==> src/rtl/lstm_cell_state.sv <==
// LSTM cell-state update c = f*c_prev + i*g on one shared multiplier.
// Define LSTM_CELL_SAT_EN to saturate the result instead of wrapping it.
module lstm_cell_state #(
    parameter int xDW = 24,
    parameter int xFL = 14,
    parameter int AW  = 4
) (
    input  logic                  clk,
    input  logic                  rst,
    input  logic                  IN_valid,
    input  logic signed [xDW-1:0] f_IN,
    input  logic signed [xDW-1:0] i_IN,
    input  logic signed [xDW-1:0] g_IN,
    input  logic        [AW-1:0]  idx_IN,
    input  logic                  clr,
    input  logic                  ds_done,
    output logic                  IN_ready,
    output logic signed [xDW-1:0] c_OUT,
    output logic        [AW-1:0]  idx_OUT,
    output logic                  c_OUT_valid
);

    localparam int PW    = 2 * xDW;
    localparam int SW    = PW + 1;
    localparam int DEPTH = 1 << AW;

    localparam logic signed [SW-1:0] C_MAX = SW'({1'b0, {(xDW-1){1'b1}}});
    localparam logic signed [SW-1:0] C_MIN = ~C_MAX;

    typedef enum logic [2:0] {
        IDLE,
        MUL_F,
        MUL_I,
        ADD,
        ISSUE,
        WAIT_DS
    } state_t;

    state_t state, state_nx;

    logic signed [xDW-1:0] f_q, i_q, g_q, c_prev_q;
    logic        [AW-1:0]  idx_q;
    logic signed [PW-1:0]  term_f, term_i;
    logic signed [xDW-1:0] store [DEPTH];

    logic signed [xDW-1:0] mul_a, mul_b;
    logic signed [PW-1:0]  prod, prod_sh;
    logic signed [SW-1:0]  sum_w;
    logic signed [xDW-1:0] c_new;

    // state register
    always_ff @(posedge clk or posedge rst) begin
        if (rst) state <= IDLE;
        else     state <= state_nx;
    end

    // next-state and handshake outputs
    always_comb begin
        state_nx    = state;
        IN_ready    = 1'b0;
        c_OUT_valid = 1'b0;
        case (state)
            IDLE: begin
                IN_ready = 1'b1;
                if (!clr && IN_valid) state_nx = MUL_F;
            end
            MUL_F:   state_nx = MUL_I;
            MUL_I:   state_nx = ADD;
            ADD:     state_nx = ISSUE;
            ISSUE: begin
                c_OUT_valid = 1'b1;
                state_nx    = WAIT_DS;
            end
            WAIT_DS: if (ds_done) state_nx = IDLE;
            default: state_nx = IDLE;
        endcase
    end

    // shared multiplier: f*c_prev first, then i*g; the sum is kept wide
    // enough that it can never overflow before saturation/wrap
    always_comb begin
        mul_a   = (state == MUL_I) ? i_q : f_q;
        mul_b   = (state == MUL_I) ? g_q : c_prev_q;
        prod    = mul_a * mul_b;
        prod_sh = prod >>> xFL;
        sum_w   = {term_f[PW-1], term_f} + {term_i[PW-1], term_i};
`ifdef LSTM_CELL_SAT_EN
        if (sum_w > C_MAX)      c_new = xDW'(C_MAX);
        else if (sum_w < C_MIN) c_new = xDW'(C_MIN);
        else                    c_new = xDW'(sum_w);
`else
        c_new = xDW'(sum_w);
`endif
    end

    // operand capture, product terms, result register and state store
    always_ff @(posedge clk or posedge rst) begin
        if (rst) begin
            f_q      <= '0;
            i_q      <= '0;
            g_q      <= '0;
            c_prev_q <= '0;
            idx_q    <= '0;
            term_f   <= '0;
            term_i   <= '0;
            c_OUT    <= '0;
            idx_OUT  <= '0;
            for (int k = 0; k < DEPTH; k++) store[k] <= '0;
        end else begin
            case (state)
                IDLE: begin
                    if (clr) begin
                        for (int k = 0; k < DEPTH; k++) store[k] <= '0;
                    end else if (IN_valid) begin
                        f_q      <= f_IN;
                        i_q      <= i_IN;
                        g_q      <= g_IN;
                        idx_q    <= idx_IN;
                        c_prev_q <= store[idx_IN];
                    end
                end
                MUL_F: term_f <= prod_sh;
                MUL_I: term_i <= prod_sh;
                ADD: begin
                    c_OUT        <= c_new;
                    idx_OUT      <= idx_q;
                    store[idx_q] <= c_new;
                end
                default: ;
            endcase
        end
    end

endmodule

==> config.mk <==
export PLATFORM = sky130hd
export DESIGN_NAME = lstm_cell_state
export DESIGN_NICKNAME = d
export VERILOG_FILES = /design/src/rtl/lstm_cell_state.sv
export SDC_FILE = /design/constraint.sdc
export NUM_CORES = 2
export LEC_CHECK = 0
export ABC_AREA = 1
export CORE_ASPECT_RATIO = 1.5
export CORE_MARGIN = 2
export CORE_UTILIZATION = 40
export CTS_CLUSTER_SIZE = 12
export DETAILED_ROUTE_END_ITERATION = 16
export DONT_BUFFER_PORTS = 1
export HOLD_SLACK_MARGIN = 0.08
export PLACE_DENSITY_LB_ADDON = 0.1
export SLEW_MARGIN = 0
export SYNTH_ARGS = -nofsm -noshare
export SYNTH_HDL_FRONTEND = slang
export SYNTH_SLANG_ARGS = --single-unit
==> constraint.sdc <==
create_clock -name clk -period 35.8 [get_ports clk]
set_input_delay 7.16 -clock clk [delete_from_list [all_inputs] [get_ports clk]]
set_output_delay 7.16 -clock clk [all_outputs]
set_load 0.02 [all_outputs]
==> report_table.html <==
<table>
<tr><th>Metric</th><th>Value</th></tr>
<tr><th colspan="2">Clocking</th></tr>
<tr><td>Maximum level of the CTS H-tree</td><td>2</td></tr>
<tr><td>Buffer depth of the longest clock path</td><td>3</td></tr>
<tr><td>Total clock buffers created by CTS</td><td>60</td></tr>
<tr><td>Number of post-CTS setup repair buffers</td><td>0</td></tr>
<tr><td>CTS clock-pin slew for the worst setup and hold paths</td><td>~0.060 ns</td></tr>
<tr><td>CTS resizes</td><td>0</td></tr>
<tr><td>Clock latency on the worst-skew pair</td><td>0.67 ns</td></tr>
<tr><td>CTS tree</td><td>done</td></tr>
<tr><td>Clock root buffer</td><td>sky130_fd_sc_hd__clkbuf_16</td></tr>
<tr><td>Clock Sinks</td><td>563</td></tr>
<tr><td>CTS Hold Bufs</td><td>0</td></tr>
<tr><th colspan="2">Logic synthesis</th></tr>
<tr><td>Fraction of registers with async set or reset after synthesis</td><td>100.0%</td></tr>
<tr><td>Post-synthesis instance total</td><td>about 5100</td></tr>
<tr><td>Area of the mapped netlist</td><td>42810 um2</td></tr>
<tr><td>Register bit count reported by yosys</td><td>563</td></tr>
<tr><td>Portion of the post-synthesis area used by sequential elements</td><td>between 30% and 40%</td></tr>
<tr><td>Main synth FF type</td><td>sky130_fd_sc_hd__dfrtp_1</td></tr>
<tr><td>Warnings, synthesis</td><td>0</td></tr>
<tr><td>Post-synth EDFFs</td><td>0</td></tr>
<tr><td>Total nets after synthesis</td><td>a little under 6000</td></tr>
<tr><td>Count of cell types in the netlist</td><td>51</td></tr>
<tr><td>Post-Synthesis Mean Instance Area</td><td>~8.4 um2</td></tr>
<tr><th colspan="2">Hold path</th></tr>
<tr><td>Type of the worst min-delay path</td><td>reg -&gt; reg</td></tr>
<tr><td>Startpoint of the tightest hold check path</td><td>store[3]</td></tr>
<tr><td>Number of cells on the worst hold path</td><td>2</td></tr>
<tr><th colspan="2">Drt</th></tr>
<tr><td>1st-pass router iterations</td><td>6</td></tr>
<tr><td>WL final</td><td>roughly 150000 um</td></tr>
<tr><td>Starting DRT DRC Count</td><td>between 2000 and 2500</td></tr>
<tr><td>Detailed-route wire length per cell</td><td>around 24 um</td></tr>
<tr><td>Remaining antenna violation count</td><td>0</td></tr>
<tr><td>DRC violations left</td><td>0</td></tr>
<tr><td>Number of vias in the routed layout</td><td>around 35000</td></tr>
<tr><td>Vias/cell</td><td>approximately 5.4</td></tr>
<tr><th colspan="2">Timing</th></tr>
<tr><td>Clock Skew</td><td>0.04228 ns</td></tr>
<tr><td>Worst-margin pin slew</td><td>1.248 ns</td></tr>
<tr><td>RSZ-0062 raised after global routing</td><td>no</td></tr>
<tr><td>Minimum clock period after layout</td><td>9.688 ns</td></tr>
<tr><td>Final worst path period share</td><td>between 20% and 30%</td></tr>
<tr><td>Accumulated negative setup slack</td><td>0 ns</td></tr>
<tr><td>Final Hold Violating Endpoints</td><td>0</td></tr>
<tr><td>Relative max-transition margin</td><td>between 10% and 20%</td></tr>
<tr><td>Slew Limit Fails</td><td>0</td></tr>
<tr><td>Total of endpoints with negative setup slack in the final report</td><td>0</td></tr>
<tr><td>Fmax</td><td>0.1032 GHz</td></tr>
<tr><th colspan="2">Worst setup path</th></tr>
<tr><td>Crit path launch type</td><td>register</td></tr>
<tr><td>Crit end category</td><td>register</td></tr>
<tr><td>Origin of the critical flop-to-flop path</td><td>state[2]</td></tr>
<tr><td>Worst setup path category</td><td>reg -&gt; reg</td></tr>
<tr><td>Maximum fanout count along the critical path</td><td>50</td></tr>
<tr><td>Data arrival, critical path</td><td>a little over 10 ns</td></tr>
<tr><td>Master of the slowest instance on the critical path</td><td>sky130_fd_sc_hd__clkinv_1</td></tr>
<tr><td>Launch point of the critical path</td><td>state[2]</td></tr>
<tr><td>CP Data Required Time</td><td>around 36 ns</td></tr>
<tr><td>Number of cells on the worst reg-to-reg path</td><td>35</td></tr>
<tr><td>Crit path largest cell delay</td><td>about 0.7 ns</td></tr>
<tr><th colspan="2">Place</th></tr>
<tr><td>Post-DP HPWL</td><td>between 100000 and 150000 um</td></tr>
<tr><td>Weighted congestion at the end of routability-driven global placement</td><td>about 1</td></tr>
<tr><td>PortBufs</td><td>0</td></tr>
<tr><td>Placed cell area</td><td>roughly 44000 um2</td></tr>
<tr><th colspan="2">Global routing</th></tr>
<tr><td>Vias in the first global route</td><td>around 36000</td></tr>
<tr><td>GRT Total Usage</td><td>roughly 28%</td></tr>
<tr><td>Antenna violations before repair</td><td>8</td></tr>
<tr><td>Pin count of the biggest net entering global routing</td><td>around 190</td></tr>
<tr><td>Wire length of the first global-routing pass</td><td>~230000 um</td></tr>
<tr><td>Remaining global-route overflow</td><td>0</td></tr>
<tr><th colspan="2">Status</th></tr>
<tr><td>Status</td><td>complete, no violations</td></tr>
<tr><th colspan="2">Run</th></tr>
<tr><td>Max Cap Violations</td><td>0</td></tr>
<tr><th colspan="2">Cells and area</th></tr>
<tr><td>Area growth from synthesis to layout</td><td>7.929%</td></tr>
<tr><td>Fraction of final layout cells with drive strength greater than 1</td><td>under 10%</td></tr>
<tr><td>Final instance area</td><td>approximately 46000 um2</td></tr>
<tr><td>Fill count</td><td>~11000</td></tr>
<tr><td>Layout Nets</td><td>about 5600</td></tr>
<tr><th colspan="2">Floorplan</th></tr>
<tr><td>Initial core utilization</td><td>40.13%</td></tr>
<tr><td>I/O pin count</td><td>around 110</td></tr>
<tr><td>Die boundary height</td><td>between 400 and 500 um</td></tr>
<tr><td>Core area</td><td>approximately 110000 um2</td></tr>
<tr><td>DIE WIDTH</td><td>approximately 270 um</td></tr>
<tr><td>Standard-cell rows</td><td>between 100 and 150</td></tr>
<tr><td>Die area</td><td>~110000 um2</td></tr>
</table>
==> layout by cell type (no fill, tap or decap), types with 3 or more instances in the layout <==
cell                        instances
sky130_fd_sc_hd__a21o_1             7
sky130_fd_sc_hd__a21oi_1          168
sky130_fd_sc_hd__a22oi_1            5
sky130_fd_sc_hd__a31oi_1           21
sky130_fd_sc_hd__a41oi_1            3
sky130_fd_sc_hd__buf_4             84
sky130_fd_sc_hd__clkbuf_1          11
sky130_fd_sc_hd__clkbuf_16         61
sky130_fd_sc_hd__clkbuf_8          20
sky130_fd_sc_hd__clkinv_1           9
sky130_fd_sc_hd__clkinv_2           7
sky130_fd_sc_hd__dfrtp_1          562
sky130_fd_sc_hd__fa_1             487
sky130_fd_sc_hd__ha_1             142
sky130_fd_sc_hd__inv_1            735
sky130_fd_sc_hd__inv_2              3
sky130_fd_sc_hd__mux2_2            40
sky130_fd_sc_hd__nand2_1         1061
sky130_fd_sc_hd__nand2_2            8
sky130_fd_sc_hd__nand3_1          113
sky130_fd_sc_hd__nand3b_1          26
sky130_fd_sc_hd__nand4_1            4
sky130_fd_sc_hd__nor2_1           523
sky130_fd_sc_hd__nor3_1            10
sky130_fd_sc_hd__nor4_1             3
sky130_fd_sc_hd__o211ai_1          20
sky130_fd_sc_hd__o21a_1             3
sky130_fd_sc_hd__o21ai_0          553
sky130_fd_sc_hd__o21ai_1           81
sky130_fd_sc_hd__o21ai_2           20
sky130_fd_sc_hd__o21ai_4            8
sky130_fd_sc_hd__o21bai_1           4
sky130_fd_sc_hd__o221ai_1          56
sky130_fd_sc_hd__o22ai_1           53
sky130_fd_sc_hd__or2_2             13
sky130_fd_sc_hd__xnor2_1           10
sky130_fd_sc_hd__xor2_1            11
==> path summary, 6_finish.rpt <==
check	end	slack (ns)
max	term_i[23]	26.11
min	store[3]	0.48
max reg2reg	term_i[23]	26.11
min reg2reg	store[3]	0.48
max in group asynchronous	store[45]	26.15
min in group asynchronous	g_q[20]	6.55
==> final cells by class <==
type / count / area, um2 / share of cell area (%)
antenna: 2 / 5.005 / 0.01083
clock buffer: 92 / 1843 / 3.989
clock inverter: 11 / 140.1 / 0.3033
inverter: 751 / 2834 / 6.133
multi-input combinational: 3474 / 24870 / 53.83
sequential: 563 / 14090 / 30.49
tap: 1415 / 1770 / 3.832
timing repair buffer: 85 / 650.6 / 1.408
==> stage by stage <==
step	hold WS [ns]	worst slack (ns)	instances	utilization [%]
floorplan	0.4478	12.89	5075	-
global placement	0.4606	25.37	6288	41.45
detailed placement	0.4674	25.36	6288	41.45
CTS	0.4827	26.08	6391	43.31
global route	0.4994	25.50	6392	43.31
finish	0.4783	26.11	6393	43.31
==> synth_stat cells, types with 5 or more instances <==
cell | count | area share [%]
sky130_fd_sc_hd__nor3_1 | 11 | 0.13
sky130_fd_sc_hd__clkbuf_1 | 226 | 2.0
sky130_fd_sc_hd__buf_2 | 45 | 0.53
sky130_fd_sc_hd__nand2_2 | 9 | 0.13
sky130_fd_sc_hd__fa_1 | 487 | 23
sky130_fd_sc_hd__xor2_1 | 11 | 0.23
sky130_fd_sc_hd__ha_1 | 142 | 4.2
sky130_fd_sc_hd__o21ai_0 | 570 | 6.7
sky130_fd_sc_hd__o21ai_2 | 8 | 0.16
sky130_fd_sc_hd__nand2_1 | 1062 | 9.3
sky130_fd_sc_hd__o211ai_1 | 20 | 0.35
sky130_fd_sc_hd__o221ai_1 | 56 | 1.1
sky130_fd_sc_hd__nor2_1 | 523 | 4.6
sky130_fd_sc_hd__xnor2_1 | 10 | 0.20
sky130_fd_sc_hd__a21oi_1 | 168 | 2.0
sky130_fd_sc_hd__a22oi_1 | 5 | 0.088
sky130_fd_sc_hd__clkinv_1 | 11 | 0.096
sky130_fd_sc_hd__nand3_1 | 113 | 1.3
sky130_fd_sc_hd__buf_1 | 10 | 0.088
sky130_fd_sc_hd__mux2_2 | 40 | 1.1
sky130_fd_sc_hd__nand3b_1 | 26 | 0.46
sky130_fd_sc_hd__or2_2 | 13 | 0.19
sky130_fd_sc_hd__a31oi_1 | 21 | 0.31
sky130_fd_sc_hd__inv_1 | 737 | 6.5
sky130_fd_sc_hd__a21o_1 | 7 | 0.12
sky130_fd_sc_hd__o22ai_1 | 53 | 0.77
sky130_fd_sc_hd__o21ai_1 | 82 | 0.96
sky130_fd_sc_hd__dfrtp_1 | 563 | 33
==> critical path, delay by kind of cell, from the launching register on <==
kind,cells,cell delay (ns)
AOI/OAI and AO/OA,3,0.72
buffers and inverters,12,2.73
adders and majority gates,8,3.83
DFF,1,0.47
and+or+nand+nor,12,1.77
==> per-layer routing <==
metal	GRT usage, %	up-vias	part of all wire (%)	wire [um]
met1	32.42	17455	37	56580
met4	15.93	10	6.7	10090
met2	50.55	1027	51	77280
met3	3.527	392	4.8	7278
met5	0	-	0.040	60
li1	-	15651	-	-
==> state kept, by name, indices dropped and copies added, names as in the netlist <==
signal,count
term_i,24
idx_q,4
c_prev_q,24
state,3
term_f,24
g_q,24
i_q,24
f_q,24
idx_OUT,4
c_OUT,24
store,384
==> cell families after synthesis <==
kind of cell	synth area share [%]
simple gates	16.36
buf+inv	9.297
compound gates	13.03
fa+ha+maj	26.92
flops	32.91
mux	1.052
xor+xnor	0.4296
Power is not shown: default switching activity piles up to over one toggle a cycle in this logic, so the estimate is an artifact.
